<file path="config.mk">
export PLATFORM = sky130hd
export DESIGN_NAME = av_bus_arbiter
export DESIGN_NICKNAME = d
export VERILOG_FILES = /design/src/rtl/av_bus_arbiter.sv
export SDC_FILE = /design/constraint.sdc
export NUM_CORES = 1
export LEC_CHECK = 0
export CORE_AREA = 10 10 132 134
export CTS_BUF_LIST = sky130_fd_sc_hd__clkbuf_8
export CTS_CLUSTER_SIZE = 30
export DETAILED_ROUTE_END_ITERATION = 7
export DIE_AREA = 0 0 142 144
export SKIP_CTS_REPAIR_TIMING = 1
export SLEW_MARGIN = 20
export SYNTH_ARGS = -nofsm -noshare
export SYNTH_HDL_FRONTEND = slang
export SYNTH_SLANG_ARGS = --single-unit
export TNS_END_PERCENT = 1
</file>
<file path="constraint.sdc">
create_clock -name clk_i -period 2.9 [get_ports clk_i]
set_clock_uncertainty 0.05 [all_clocks]
set_input_delay 0.435 -clock clk_i [delete_from_list [all_inputs] [get_ports clk_i]]
set_output_delay 0.435 -clock clk_i [all_outputs]
set_load 0.05 [all_outputs]
</file>
<file path="src/rtl/av_bus_arbiter.sv">
// Round-robin arbiter that puts NREQ bus masters in front of the AV I/O bridge s1 port.
// A grant is held for the whole cyc, and a per-access watchdog ends hung strobes with err.
module av_bus_arbiter #(
  parameter int NREQ    = 3,
  parameter int TIMEOUT = 1023
) (
  input  logic                 clk_i,
  input  logic                 rst_i,
  input  logic [NREQ-1:0]      req_cyc_i,
  input  logic [NREQ-1:0]      req_stb_i,
  input  logic [NREQ-1:0]      req_we_i,
  input  logic [4*NREQ-1:0]    req_sel_i,
  input  logic [32*NREQ-1:0]   req_adr_i,
  input  logic [32*NREQ-1:0]   req_dat_i,
  output logic [NREQ-1:0]      req_ack_o,
  output logic [NREQ-1:0]      req_err_o,
  output logic [31:0]          req_dat_o,
  output logic [NREQ-1:0]      gnt_o,
  output logic                 m_cyc_o,
  output logic                 m_stb_o,
  output logic                 m_we_o,
  output logic [3:0]           m_sel_o,
  output logic [31:0]          m_adr_o,
  output logic [31:0]          m_dat_o,
  input  logic                 m_ack_i,
  input  logic [31:0]          m_dat_i
);

  localparam int IW = (NREQ > 1) ? $clog2(NREQ) : 1;
  localparam int WW = (TIMEOUT > 0) ? $clog2(TIMEOUT + 1) : 1;
  localparam bit WD_EN = (TIMEOUT > 0);
  localparam logic [WW-1:0] WD_LAST = (TIMEOUT > 0) ? WW'(TIMEOUT - 1) : '0;

  typedef enum logic [1:0] {
    IDLE    = 2'd0,
    BUSY    = 2'd1,
    ERR     = 2'd2,
    RELEASE = 2'd3
  } state_t;

  state_t           state_reg;
  logic [NREQ-1:0]  gnt_reg;
  logic [IW-1:0]    last_reg;
  logic [WW-1:0]    wdog_reg;

  logic             is_busy;
  logic             is_err;
  logic [NREQ-1:0]  cand;
  logic [NREQ-1:0]  own_cyc;
  logic [NREQ-1:0]  own_stb;
  logic [NREQ-1:0]  own_we;
  logic [3:0]       own_sel [NREQ];
  logic [31:0]      own_adr [NREQ];
  logic [31:0]      own_dat [NREQ];
  logic [3:0]       sel_or;
  logic [31:0]      adr_or;
  logic [31:0]      dat_or;
  logic             g_cyc;
  logic             g_stb;
  logic             g_we;
  logic             found;
  logic [IW-1:0]    win;
  logic [IW-1:0]    idx;
  logic             wdog_fire;

  assign is_busy = (state_reg == BUSY);
  assign is_err  = (state_reg == ERR);

  // Per-requester slices masked by the one-hot grant; OR-reduced below into the bridge mux.
  genvar gi;
  generate
    for (gi = 0; gi < NREQ; gi++) begin : g_req
      assign cand[gi]      = req_cyc_i[gi] & req_stb_i[gi];
      assign own_cyc[gi]   = gnt_reg[gi] & req_cyc_i[gi];
      assign own_stb[gi]   = gnt_reg[gi] & req_stb_i[gi];
      assign own_we[gi]    = gnt_reg[gi] & req_we_i[gi];
      assign own_sel[gi]   = gnt_reg[gi] ? req_sel_i[4*gi +: 4]   : 4'h0;
      assign own_adr[gi]   = gnt_reg[gi] ? req_adr_i[32*gi +: 32] : 32'h0;
      assign own_dat[gi]   = gnt_reg[gi] ? req_dat_i[32*gi +: 32] : 32'h0;
      assign req_ack_o[gi] = is_busy & gnt_reg[gi] & m_ack_i;
      assign req_err_o[gi] = is_err & gnt_reg[gi] & req_stb_i[gi];
    end
  endgenerate

  always_comb begin
    sel_or = '0;
    adr_or = '0;
    dat_or = '0;
    for (int i = 0; i < NREQ; i++) begin
      sel_or = sel_or | own_sel[i];
      adr_or = adr_or | own_adr[i];
      dat_or = dat_or | own_dat[i];
    end
  end

  assign g_cyc = |own_cyc;
  assign g_stb = |own_stb;
  assign g_we  = |own_we;

  // Rotating search starting just after the last owner; the first candidate wins.
  always_comb begin
    found = 1'b0;
    win   = '0;
    idx   = '0;
    for (int k = 1; k <= NREQ; k++) begin
      idx = IW'((int'(last_reg) + k) % NREQ);
      if (!found && cand[idx]) begin
        found = 1'b1;
        win   = idx;
      end
    end
  end

  assign wdog_fire = WD_EN && g_stb && !m_ack_i && (wdog_reg == WD_LAST);

  always_ff @(posedge clk_i) begin
    if (rst_i) begin
      state_reg <= IDLE;
      gnt_reg   <= '0;
      last_reg  <= IW'(NREQ - 1);
      wdog_reg  <= '0;
    end else begin
      case (state_reg)
        IDLE: begin
          wdog_reg <= '0;
          if (found) begin
            gnt_reg   <= NREQ'(1) << win;
            last_reg  <= win;
            state_reg <= BUSY;
          end
        end
        BUSY: begin
          if (!g_cyc) begin
            gnt_reg   <= '0;
            wdog_reg  <= '0;
            state_reg <= RELEASE;
          end else if (wdog_fire) begin
            wdog_reg  <= '0;
            state_reg <= ERR;
          end else if (!g_stb || m_ack_i) begin
            wdog_reg <= '0;
          end else if (wdog_reg != '1) begin
            wdog_reg <= wdog_reg + WW'(1);
          end
        end
        ERR: begin
          // Hold the grant until the owner gives up its cycle.
          if (!g_cyc) begin
            gnt_reg   <= '0;
            state_reg <= RELEASE;
          end
        end
        default: begin
          gnt_reg   <= '0;
          wdog_reg  <= '0;
          state_reg <= IDLE;
        end
      endcase
    end
  end

  assign gnt_o     = gnt_reg;
  assign m_cyc_o   = is_busy & g_cyc;
  assign m_stb_o   = is_busy & g_stb;
  assign m_we_o    = is_busy & g_we;
  assign m_sel_o   = is_busy ? sel_or : 4'h0;
  assign m_adr_o   = is_busy ? adr_or : 32'h0;
  assign m_dat_o   = is_busy ? dat_or : 32'h0;
  assign req_dat_o = m_dat_i;

endmodule

</file>
==> summary.txt, run 1 <==
Placed design
  • Cell area after placement: 0.00534 sq mm
  • Port buffer count: 295
  • Final RePlAce weighted congestion: 0.866
  • Placed cells: 771
  • DP HPWL: 14.1 mm

Setup path
  • Worst Setup End Kind: primary output
  • CP Launch Type: register
  • Critical Path RT: about 2.4 ns
  • Worst path cell trace: buf_4 > a222oi_1 > nor2b_1 > buf_4
  • Crit Path Class: reg2out
  • Cell mode on critical path: buf_4
  • Top Family by Delay on Critical Path: buffers and inverters
  • Critical path arrival: about 1.9 ns
  • CP Max Fanout: 51
  • Worst R2R Setup Slack: ~0.66 ns
  • Slowest CP cell: buf_4
  • CP max stage delay: 0.51 ns
  • Cell depth of the worst flop-to-flop path: 8
  • WP buf/inv: 2
  • R2r endpoint: gnt_o[0]
  • R2r startpoint: last_reg[1]

Power and ir drop
  • Leakage power: 1.95 nW
  • PwrDens: 473 mW/mm^2
  • Max VDD drop: around 0.00025 V

Synthesis
  • Cell Area, Synth: 0.00263 sq mm
  • Ys flop type: dfxtp_1
  • Number of flops mapped to enable cells by yosys: 0
  • #FFs+latches synth: 17
  • Register area share after synthesis: about an eighth
  • Yosys Warn Count: 0
  • Synth top area share: 27.0%
  • Ys async rst share: 0%
  • Post-Syn Instances: 348
  • Netlist cell types: 44
  • Top cells by area, synth: a222oi_1 (27%), nor2b_1 (17%), dfxtp_1 (13%), buf_4 (9.4%), clkbuf_1 (4.7%)
  • Post-synth top area cell: a222oi_1
  • Mean Syn Cell Area: 7.57 sq um
  • Syn Nets: 605

Drt
  • ANT nets after route: 0
  • WL per Instance: 21.7 um
  • WL final: 16.9 mm
  • DRT iter0 DRCs: 475
  • Post-route DRC: 7
  • Vias per std cell: 5.09
  • Vias: 3,952
  • DRT Pass-1 Iters: 8

Flow run
  • Max-Cap Viols: 0

Timing
  • Final TNS setup: 0 ns
  • FMAX: 423 MHz
  • Worst slew pin tran: 0.575 ns
  • Slew HR: between 60% and 70%
  • Fin. Hold Viols: 0
  • RSZ-0062 raised after global routing: false
  • Setup Viol. Count Final: 0
  • Final worst path period need: 2.36 ns
  • Slew Limit Fails: 0
  • Tcrit/Tclk final: around four fifths

Final layout
  • Fin cells: 777
  • Ratio of cells with drive above 1 in the final layout: 16.5%
  • Final Cell Area: 0.00539 sq mm
  • Most frequent cells in the layout: clkdlybuf4s50_1 (218), buf_4 (82), a222oi_1 (71), nor2b_1 (71), nor2_1 (17)
  • Area Growth Syn to Fin: 105%
  • Reg area: 344 sq um
  • Multi-input gate area in the final layout: around 0.0019 sq mm
  • Final #Nets: approximately 850
  • Fill count: 1,529
  • Final core utilization: 36.2%
  • Max FFs per register: 10
  • Most common cell after layout, fill and taps aside: clkdlybuf4s50_1

Clock tree
  • CTS tree: built
  • H-tree depth: 1
  • CTS Buf Count: 3
  • Reg clk slew, reported paths: about 0.07 ns
  • CTS Buffer Depth: 2
  • Clk_lat worst skew: 0.25 ns
  • Clk sinks: 17
  • Clk root buf: clkbuf_8

Run status
  • Violated checks: DRC
  • Status: finished with violations

Hold path
  • Worst hold path class: reg2reg
  • Worst Hold End: wdog_reg[9]
  • Hold_sp: wdog_reg[9]
  • WHS Path Cells: 2

Floorplanning
  • Die area: between 0.02 and 0.025 sq mm
  • Core area: 0.0149 sq mm
  • Die W: 142 um
  • I/O Pins: between 300 and 400
  • Initial Utilization: 17.7%
  • Chip height: 144 um
  • # rows: 45

GRT
  • Initial antenna violation count: 0
  • Tot GR Track Use: 14.3%
  • Vias in the first global route: 3,991
  • Largest net degree at the start of global routing: 70
  • Grt ovf: 0
  • Global-route wire length before repair: around 23 mm
area by class of cell:
class                      instances  area share (%)
antenna                            2          0.0929
clock buffer                       3           0.766
clock inverter                     1          0.0929
inverter                           7           0.488
multi-input combinational        257            35.1
sequential                        17            6.39
tap                              188            4.37
timing repair buffer             302            52.7
cells by family (layout without fill, tap and decap cells):
group	after synthesis	count (layout)	share of synthesized area (%)
simple gates	134	134	29.8
compound gates	109	109	35.9
buf+inv	74	313	15.3
flops	17	17	12.9
fa+ha+maj	9	9	4.28
xor+xnor	3	3	0.998
mux	2	2	0.808
other cells	0	2	0
synth_stat cells (7+ instances only):
cell type	instances
a21oi_1	13
a222oi_1	71
and3_1	8
buf_4	33
clkbuf_1	33
dfxtp_1	17
ha_1	9
inv_1	7
nand2_1	14
nor2_1	17
nor2b_1	71
o21ai_0	9
through the flow:
step           power, mW  worst slack (ns)  hold WS, ns
2_1_floorplan       1.75             0.338        0.409
3_3_place_gp        2.38             0.403        0.427
3_5_place_dp        2.39             0.371        0.445
4_1_cts             2.57             0.553        0.455
5_1_grt             2.71             0.443        0.476
6_report            2.55             0.537        0.454
per-layer routing:
metal / share of wire (%) / global-route usage [%] / vias up
met2: 48 / 24.2 / 227
met1: 40 / 16.7 / 1868
met4: 1.7 / 3.60 / 0
met3: 10 / 4.89 / 24
met5: 0 / 0 / -
li1: - / - / 1833
tightest hold or removal path, stage by stage (launching register included):
cell and delay, ns:
dfxtp_1 0.33, o21ai_0 0.07, a21oi_1 0.06
power by group:
part           internal [mW]  switching, mW
registers              0.268         0.0548
clock network         0.0953         0.0803
logic                  0.921           1.13
how the worst max path moves through the flow:
stage,startpoint,endpoint,depth (start not counted)
after global routing,req_stb_i[0],state_reg[0],7
after global placement,req_stb_i[0],state_reg[0],7
after detailed placement,req_stb_i[0],state_reg[0],7
after CTS,gnt_o[0],m_adr_o[21],4
final,gnt_o[0],m_adr_o[16],4
after floorplan,gnt_o[1],m_adr_o[0],4
No activity file was read; power rests on OpenSTA's default activity.
==> inputs of run 2 (changes only) <==
Clock period 2.9 ns to 2.15 ns, I/O delays scaled along.
==> summary.txt, run 2 (synthesis results as in run 1) <==
GRT
  • Grt ovf: 0
  • Initial antenna violation count: 1
  • Tot GR Track Use: 17.6%
  • Vias in the first global route: around 4,400
  • Largest net degree at the start of global routing: ~50
  • Global-route wire length before repair: about 28 mm

Final layout
  • Fill count: 1,433
  • Fin cells: 793
  • Max FFs per register: 10
  • Final core utilization: a little over two fifths
  • Most common cell after layout, fill and taps aside: clkdlybuf4s50_1
  • Final #Nets: 862
  • Most frequent cells in the layout: clkdlybuf4s50_1 (215), buf_12 (77), a222oi_1 (71)
  • Ratio of cells with drive above 1 in the final layout: a little over a fifth
  • Area Growth Syn to Fin: 146%

Setup path
  • CP Launch Type: register
  • Worst Setup End Kind: register
  • Crit Path Class: reg2reg
  • Worst path cell trace: buf_4 > ha_1 > a31oi_1 > o211ai_1 > and2_4 > o22ai_1 > or4b_1 > a21oi_1
  • Slowest CP cell: or4b_1
  • Critical Path RT: 2.28 ns
  • WP buf/inv: 1
  • Crit path from: last_reg[1]
  • CP Max Fanout: 6
  • Critical path arrival: 2.30 ns
  • R2r startpoint: last_reg[1]
  • Top Family by Delay on Critical Path: simple AND/OR/NAND/NOR gates
  • CP max stage delay: roughly 0.52 ns

Drt
  • WL met2: 9.89 mm
  • Vias: 4,070
  • Vias per std cell: 5.13
  • WL per Instance: roughly 25 um
  • Met1 WL: around 7.2 mm
  • ANT nets after route: 0
  • Post-route DRC: 2
  • WL final: 20.2 mm
  • DRT iter0 DRCs: 468
  • Top Layer Used: met4
  • Metal3 WL: slightly below 3 mm
  • DRT Pass-1 Iters: 8

Clock tree
  • H-tree depth: 1
  • CTS tree: built
  • CTS Buf Count: 3
  • Clk sinks: 17
  • Clk_lat worst skew: 0.26 ns
  • CTS Buffer Depth: 2
  • Reg clk slew, reported paths: 0.08 ns
  • Clk root buf: clkbuf_8

Timing
  • FMAX: approximately 460 MHz
  • RSZ-0062 raised after global routing: true
  • Setup Viol. Count Final: 1
  • Worst setup margin: -0.0218 ns
  • Slew Limit Fails: 0
  • Fin. Hold Viols: 0
  • Final worst path period need: 2.17 ns
  • Final TNS setup: -0.0218 ns
  • Slew HR: a little over two thirds
  • Tcrit/Tclk final: 101%
  • Worst slew pin tran: approximately 0.43 ns

Floorplanning
  • Chip height: 144 um
  • Die area: around 0.020 sq mm
  • # rows: 45
  • Initial Utilization: 17.7%
  • Die W: about 140 um
  • I/O Pins: 360
  • Core area: 0.0149 sq mm

Power and ir drop
  • Max VDD drop: 0.000247 V
  • PwrDens: roughly 630 mW/mm^2
  • Leakage power: 2.25 nW

Hold path
  • Hold_sp: state_reg[0]
  • Worst hold path class: reg2reg

Run status
  • Violated checks: DRC, setup timing
  • Status: finished with violations

Placed design
  • Placed cells: 788
  • Final RePlAce weighted congestion: about 0.88
  • Port buffer count: 295
  • DP HPWL: 17.2 mm

Flow run
  • Max-Cap Viols: 0
[run 2: final timing paths]
path | end | slack (ns) | cells past startpoint
worst max-delay path | gnt_o[0] | -0.02 | 8
worst min-delay path | state_reg[0] | 0.47 | 2
worst max register to register | gnt_o[0] | -0.02 | 8
worst min register to register | state_reg[0] | 0.47 | 2
[run 2: per-stage QoR]
| stage | power [mW] | worst slack, ns | hold slack [ns] | instance area, sq um |
|---|---|---|---|---|
| after detailed placement | 3.78 | -0.227 | 0.459 | 6400 |
| final | 4.08 | -0.0218 | 0.471 | 6490 |
| after global routing | 4.33 | -0.107 | 0.493 | 6480 |
| after global placement | 3.73 | -0.154 | 0.418 | 6400 |
| after CTS | 4.05 | -0.0601 | 0.472 | 6450 |
| after floorplan | 2.36 | -0.300 | 0.409 | 2640 |
[run 2: power by group]
group | leakage (nW) | total [mW] | switching (mW) | internal, mW
logic | 2.09 | 3.41 | 1.71 | 1.70
registers | 0.140 | 0.413 | 0.0490 | 0.364
clock network | 0.0217 | 0.254 | 0.123 | 0.131
[run 2: area by class of cell]
| type | instances | area, sq um | area share, % |
|---|---|---|---|
| clock buffer | 3 | 41.3 | 0.636 |
| clock inverter | 1 | 7.51 | 0.116 |
| sequential | 17 | 347 | 5.34 |
| antenna | 1 | 2.50 | 0.0386 |
| multi-input combinational | 257 | 1910 | 29.5 |
| tap | 188 | 235 | 3.63 |
| timing repair buffer | 319 | 3910 | 60.3 |
| inverter | 7 | 26.3 | 0.405 |
[run 2: tightest hold or removal path: stages (launching register included)]
cell,delay [ns]
dfxtp_1,0.35
nand2_1,0.07
a21oi_1,0.06
[run 2: layer usage]
layer  GRT usage, %  vias to the layer above
li1               -                     1864
met1           19.3                     1944
met2           28.8                      228
met3           10.6                       34
met4           2.90                        0
met5              0                        -
==> inputs of run 3 (changes only) <==
Settings changed: GPL_TIMING_DRIVEN from default to 0.
==> summary.txt, run 3 (synthesis results as in run 1) <==
Run status
  • Violated checks: setup timing
  • Status: finished with violations

Clock tree
  • Clk sinks: 17
  • H-tree depth: 1
  • Clk_lat worst skew: 0.27 ns
  • Reg clk slew, reported paths: 0.08 ns
  • CTS Buf Count: 3
  • Clk root buf: clkbuf_8
  • CTS tree: built
  • CTS Buffer Depth: 2

Power and ir drop
  • PwrDens: 654 mW/mm^2
  • Leakage power: 2.43 nW
  • Max VDD drop: 0.000267 V

Timing
  • Slew HR: 59.0%
  • Final worst path period need: 2.16 ns
  • Hold Slack: ~0.23 ns
  • Slew Limit Fails: 0
  • Fin. Hold Viols: 0
  • RSZ-0062 raised after global routing: true
  • Worst slew pin tran: 0.613 ns
  • Setup Viol. Count Final: 1
  • FMAX: 463 MHz
  • Tcrit/Tclk final: 100%
  • Worst setup margin: -0.00985 ns

Drt
  • WL per Instance: 25.3 um
  • WL final: 22.2 mm
  • Vias: around 4,400
  • DRT Pass-1 Iters: 6
  • DRT iter0 DRCs: 482
  • Post-route DRC: 0
  • Vias per std cell: 5.06
  • ANT nets after route: 0

Flow run
  • Max-Cap Viols: 0

Placed design
  • Placed cells: 862
  • Port buffer count: 326
  • Final RePlAce weighted congestion: 0.953
  • Pre-CTS setup slack: -1.09 ns
  • DP HPWL: 18.8 mm

Setup path
  • Crit Path Class: reg2reg
  • CP Max Fanout: 7
  • Worst path cell trace: inv_1 > ha_4 > and2_4 > o211ai_1 > and2_4 > o22ai_2 > or4b_4 > a21oi_2
  • WP buf/inv: 1
  • Cell mode on critical path: and2_4
  • CP Launch Type: register
  • Critical path arrival: 2.31 ns
  • Top Family by Delay on Critical Path: simple AND/OR/NAND/NOR gates
  • Critical Path RT: 2.30 ns
  • Worst Setup End Kind: register
  • Slowest CP cell: or4b_4
  • Critical path depth: 8
  • Cell depth of the worst flop-to-flop path: 8
  • CP max stage delay: 0.53 ns

Floorplanning
  • Die W: 142 um
  • # rows: 45
  • Die area: about 0.020 sq mm
  • Initial Utilization: approximately 18%
  • I/O Pins: 360
  • Chip height: 144 um
  • Core area: about 0.015 sq mm

GRT
  • Global-route wire length before repair: 29.9 mm
  • Grt ovf: 0
  • Tot GR Track Use: 19.0%
  • Vias in the first global route: 4,510
  • Largest net degree at the start of global routing: 12
  • Initial antenna violation count: 9

Final layout
  • Area Growth Syn to Fin: 142%
  • Most common cell after layout, fill and taps aside: clkdlybuf4s50_1
  • Fill count: 1,523
  • Max FFs per register: 10
  • Ratio of cells with drive above 1 in the final layout: 28.8%
  • Multi-input gate area in the final layout: 0.00202 sq mm
  • Fin cells: 876
  • Final #Nets: 941
  • Most frequent cells in the layout: clkdlybuf4s50_1 (247), buf_4 (73), a222oi_1 (71)
  • Reg area: roughly 350 sq um

Hold path
  • WHS Path Cells: 2
  • Worst hold path class: in2reg
[run 3: changes by cell type in the layout (fill, tap and decap cells not counted), moves of 21 or more]
cell	change
buf_4	+50
buf_12	-77
clkbuf_4	+21
clkdlybuf4s50_1	+32
buf_6	+31
[run 3: cell type report]
cell class                 instances  share of cell area [%]
timing repair buffer             332                    50.4
multi-input combinational        257                    31.6
buffer                            66                    7.45
sequential                        17                    5.49
tap                              188                    3.68
clock buffer                       3                   0.647
inverter                           7                   0.451
antenna                            5                   0.196
clock inverter                     1                   0.118
[run 3: path summary, 6_finish.rpt]
path	start	end	slack, ns
worst min-delay path	rst_i	gnt_o[0]	0.23
worst min register to register	wdog_reg[9]	wdog_reg[9]	0.45
worst max register to register	last_reg[1]	gnt_o[0]	-0.01
worst max-delay path	last_reg[1]	gnt_o[0]	-0.01
[run 3: where the power goes]
part,internal (mW),switching [mW]
clock,0.131,0.135
sequential,0.368,0.0550
combinational,1.59,1.90
[run 3: layer usage]
| layer | up-vias | global-route usage, % | wire length [um] |
|---|---|---|---|
| met5 | - | 0 | 69 |
| met4 | 10 | 3.82 | 299 |
| met3 | 24 | 8.69 | 2780 |
| met2 | 275 | 30.3 | 10600 |
| met1 | 2094 | 23.0 | 8450 |
| li1 | 2029 | - | - |
[run 3: worst register-to-register path: cells and delay by family, from the launching register on]
family,cells,cell delay (ns)
AO/OA/AOI/OAI,3,0.51
adder cells (fa/ha/maj),1,0.18
buffers and inverters,1,0.07
flip-flops,1,0.38
AND/OR/NAND/NOR,3,0.91
[run 3: per-stage QoR]
stage | instance area (sq um) | power [mW] | util [%] | setup TNS, ns
global placement | 6130 | 3.54 | 41.3 | -66.33
finish | 6390 | 4.18 | 43.0 | -0.00985
global route | 6380 | 4.42 | 42.9 | -0.106
detailed placement | 6130 | 3.58 | 41.3 | -67.97
CTS | 6180 | 3.86 | 41.6 | -90.39
floorplan | 2640 | 2.36 | - | -21.60
